<file path="src/rtl/group_serializer.sv">
// Serialises GROUP_WIDTH-bit groups into single-bit RAM writes with self-generated address/wren.
// Optional macro GROUP_LSB_FIRST_EN: write group_in[0] first instead of the MSB.
module group_serializer #(
  parameter int GROUP_WIDTH = 3,
  parameter int ADDR_WIDTH  = 15,
  parameter int FRAME_BITS  = 19200
) (
  input  logic                   clk,
  input  logic                   reset,
  input  logic                   enable,
  input  logic                   frame_restart,
  input  logic [GROUP_WIDTH-1:0] group_in,
  input  logic                   group_valid,
  output logic                   group_ready,
  output logic                   bit_out,
  output logic                   wren,
  output logic [ADDR_WIDTH-1:0]  address,
  output logic                   frame_done
);

  localparam int CNT_W = (GROUP_WIDTH > 1) ? $clog2(GROUP_WIDTH) : 1;
  localparam logic [CNT_W-1:0]      LAST_BIT  = CNT_W'(GROUP_WIDTH - 1);
  localparam logic [ADDR_WIDTH-1:0] LAST_ADDR = ADDR_WIDTH'(FRAME_BITS - 1);

  typedef enum logic [1:0] {
    IDLE  = 2'd0,
    SHIFT = 2'd1,
    DONE  = 2'd2
  } state_e;

  state_e                  state_q, state_d;
  logic [GROUP_WIDTH-1:0]  shreg_q, shreg_d;
  logic [CNT_W-1:0]        bit_cnt_q, bit_cnt_d;
  logic [ADDR_WIDTH-1:0]   addr_q, addr_d;
  logic [GROUP_WIDTH-1:0]  shreg_next_s;
  logic                    group_end_s;
  logic                    xfer_s;

  assign group_end_s = (state_q == SHIFT) && (bit_cnt_q == LAST_BIT);
  // Back-to-back reload is only offered when this group does not close the frame.
  assign group_ready = ~reset & enable & ~frame_restart &
                       ((state_q == IDLE) | (group_end_s & (addr_q != LAST_ADDR)));
  assign xfer_s      = group_valid & group_ready;

`ifdef GROUP_LSB_FIRST_EN
  assign shreg_next_s = shreg_q >> 1;
  assign bit_out      = shreg_q[0];
`else
  assign shreg_next_s = shreg_q << 1;
  assign bit_out      = shreg_q[GROUP_WIDTH-1];
`endif

  assign wren       = ~reset & enable & (state_q == SHIFT);
  assign address    = addr_q;
  assign frame_done = (state_q == DONE);

  // Next-state, shift register, bit counter and address computation.
  always_comb begin
    state_d   = state_q;
    shreg_d   = shreg_q;
    bit_cnt_d = bit_cnt_q;
    addr_d    = addr_q;
    if (enable) begin
      case (state_q)
        IDLE: begin
          if (frame_restart) begin
            addr_d = '0;
          end else if (xfer_s) begin
            shreg_d   = group_in;
            bit_cnt_d = '0;
            state_d   = SHIFT;
          end else begin
            state_d = IDLE;
          end
        end
        SHIFT: begin
          shreg_d   = shreg_next_s;
          bit_cnt_d = bit_cnt_q + CNT_W'(1);
          addr_d    = addr_q + ADDR_WIDTH'(1);
          if (bit_cnt_q == LAST_BIT) begin
            bit_cnt_d = '0;
            if (addr_q == LAST_ADDR) begin
              addr_d  = '0;
              state_d = DONE;
            end else if (xfer_s) begin
              shreg_d = group_in;
              state_d = SHIFT;
            end else begin
              state_d = IDLE;
            end
          end else begin
            state_d = SHIFT;
          end
        end
        DONE: begin
          if (frame_restart) begin
            addr_d  = '0;
            state_d = IDLE;
          end else begin
            state_d = DONE;
          end
        end
        default: begin
          state_d = IDLE;
        end
      endcase
    end else begin
      state_d = state_q;
    end
  end

  // State registers with synchronous reset.
  always_ff @(posedge clk) begin
    if (reset) begin
      state_q   <= IDLE;
      shreg_q   <= '0;
      bit_cnt_q <= '0;
      addr_q    <= '0;
    end else begin
      state_q   <= state_d;
      shreg_q   <= shreg_d;
      bit_cnt_q <= bit_cnt_d;
      addr_q    <= addr_d;
    end
  end

endmodule

</file>
<file path="config.mk">
export PLATFORM = sky130hd
export DESIGN_NAME = group_serializer
export DESIGN_NICKNAME = d
export VERILOG_FILES = /design/src/rtl/group_serializer.sv
export SDC_FILE = /design/constraint.sdc
export NUM_CORES = 1
export LEC_CHECK = 0
export ABC_AREA = 1
export CORE_MARGIN = 1
export CORE_UTILIZATION = 40
export DETAILED_ROUTE_END_ITERATION = 10
export PLACE_DENSITY = 0.67
export SKIP_LAST_GASP = 1
export SYNTH_ARGS = -nofsm -noshare
export SYNTH_HDL_FRONTEND = slang
export SYNTH_SLANG_ARGS = --single-unit
</file>
<file path="constraint.sdc">
create_clock -name clk -period 2 [get_ports clk]
set_clock_uncertainty 0.05 [all_clocks]
set_input_delay 0.5 -clock clk [delete_from_list [all_inputs] [get_ports clk]]
set_output_delay 0.5 -clock clk [all_outputs]
set_load 0.05 [all_outputs]
</file>
==> metrics <==
hold wc startpoint=shreg_q[0]$_SDFFE_PP0P_; initial antenna violation count=0; r2r startpoint=state_q[1]$_SDFFE_PP0P_; Startpoint Class=register; Total Power=901.6 uW; max-cap violation count=0; sequential area share after synthesis=between 30% and 40%; period utilisation layout=around 100%; RSZ-0062 raised after global routing=yes; Final Max Slew Viols=0; Final Hold Slack=~0.43 ns; layout cells sized above 1=around two fifths; placed cells=about 270; worst r2r path cells=7; Num CTS Buffers=3; status=completed; Worst setup EP type=output pin; Max FO, Critical Path=3; Remaining DRCs=0; post-route insts no fill=~280; # IOs=27; H-tree Lvls=1; largest net degree at the start of global routing=13; via count=about 1300; area grow syn2layout=45.55%; Cells after Synth=between 150 and 200; Reg-to-Reg End=address[8]$_SDFFE_PP0P_; final worst slack=0.004013 ns; cell chain of the critical path=ha_4 > nand3_4 > nor2_4 > nand2_2 > nand2_4 > a21boi_4 > buf_12; final WL=3.172 mm; worst vdd ir=0.2289 mV; Initial Utilization=a little over two fifths; Hold Violations, Final=0; clock root buffer master=clkbuf_4; Initial DRC Count=36; gr ovfl total=0; die area=roughly 3500 sq um; die width=slightly below 60 um; crit path max-delay cell type=dfxtp_4; maximum clock rate=about 500 MHz; syn_area_per_cell=7.220 sq um; most common cell after layout, fill and taps aside=buf_4; Mapped Area=1321 sq um; Routed WL per cell=between 10 and 15 um; WS Path Type=register to output pin; routability cong.=0.8045; CTS Buffer Depth=2; Synth Warn #=0; nets@finish=~250; Worst-Skew Late Latency=about 0.3 ns; clock-pin slew on the worst setup and hold paths=roughly 0.12 ns; drt first pass iters=4; Post-synth EDFFs=0; # diodes=0; Yosys cell types=34; async set-reset flop share out of synthesis=0%; FP Rows=20; syn nets=between 150 and 200; final setup violation count=0; # port buffers=26; Primary FF master, synth=dfxtp_1; pre-CTS WS=-0.1912 ns; Vias per Instance=roughly 4.8; hold depth=2; Total GRT Usage=18.54%; worst hold path type=register to register; area of the core=approximately 3100 sq um; Worst EP required=1.45 ns; vias in the first global route=approximately 1200; first-pass GRT wire length=5.057 mm; area fraction of the dominant cell type after synthesis=33.33%; CTS sink count=22; post-synth top area cell=dfxtp_1; Yosys reg bits=22; post-DP HPWL=approximately 2.5 mm; Hold EP=shreg_q[0]$_SDFFE_PP0P_; WP data arrival=between 1 and 1.5 ns; Routed Antenna Nets=0; ranking of synthesized cells by area=dfxtp_1, inv_1, nand2_1, a21oi_1, nor2_1; setup slack, reg-to-reg=~0.31 ns; most frequent cells in the layout=buf_4, nand2_1, inv_1; CTS tree=done; Pleak=between 0.0008 and 0.0009 uW; Slew HR=about 77%; final core area utilization=roughly 62%; P per Cell Area=roughly 470 nW/um^2; die height=roughly 60 um; Critical Path Max Stage Delay=0.38 ns; Final min period=between 1.5 and 2 ns; Least-Margin Pin Slew=0.3518 ns
[flip-flops by register name, indices dropped and copies added (netlist names)]
signal / count
state_q: 2
bit_cnt_q: 2
address: 15
shreg_q: 3
[critical path: cells and delay by family, from the launching register on]
kind                     cells  cell delay (ns)
buffers and inverters        1             0.15
AO/OA/AOI/OAI                1             0.17
flip-flops                   1             0.38
adder cells (fa/ha/maj)      1             0.17
AND/OR/NAND/NOR              4             0.28
[how the worst max path moves through the flow]
stage	end	slack, ns	cells after the start	startpoint
global placement	group_ready	-0.17	4	reset
global route	group_ready	-0.08	7	address[0]$_SDFFE_PP0P_
CTS	group_ready	-0.11	4	frame_restart
detailed placement	group_ready	-0.19	4	reset
finish	group_ready	0.004	7	address[0]$_SDFFE_PP0P_
floorplan	group_ready	-0.08	6	address[1]$_SDFFE_PP0P_
[where the power goes]
| part | switching [uW] | total [uW] | internal, uW |
|---|---|---|---|
| combinational | 114 | 196 | 81.4 |
| clock | 133 | 244 | 111 |
| sequential | 14.7 | 462 | 447 |
| total | 262 | 902 | 639 |
[cell families (layout without fill, tap and decap cells)]
kind of cell,count (synthesis),count (layout),share of synthesized area [%]
compound gates,33,33,14.49
xor+xnor,3,3,1.989
fa+ha+maj,1,1,0.9468
buf+inv,38,92,11.65
flops,22,22,33.33
simple gates,86,86,37.60
[stage by stage]
| step | TNS [ns] | instance area (sq um) |
|---|---|---|
| global route | -0.07795 | 1923 |
| CTS | -0.1078 | 1823 |
| detailed placement | -1.999 | 1787 |
| finish | 0 | 1923 |
| global placement | -1.795 | 1787 |
| floorplan | -0.1486 | 1348 |
[per-layer routing]
layer	track usage [%]	vias up	part of all wire, %
met3	2.183	2	2.4
met1	24.36	612	48
met2	32.26	21	49
met4	4.082	0	0.69
li1	-	710	-
met5	0	-	0
[cell type report]
class	count	area, sq um
fill	305	1180
multi-input combinational	123	793.3
sequential	22	452.9
timing repair buffer	52	445.4
inverter	36	140.1
tap	44	55.05
clock buffer	4	36.28
[cells in the mapped netlist (2+ instances only)]
cell / count
a211oi_1: 2
a21oi_1: 14
a31oi_1: 4
dfxtp_1: 22
inv_1: 30
inv_2: 5
nand2_1: 30
nand2_2: 5
nand3_1: 9
nand3_2: 4
nor2_1: 18
nor2_4: 2
nor3_1: 4
nor3_2: 3
nor4_4: 3
o21ai_0: 6
o21ai_1: 3
xor2_1: 3
[what timing repair did]
action	4_1_cts	5_1_grt
pin swaps	1	7
resized for setup	5	18
hold buffers	0	0
setup buffers	0	6
setup endpoints to repair	2	1
Power figures use the tool's default switching activity.
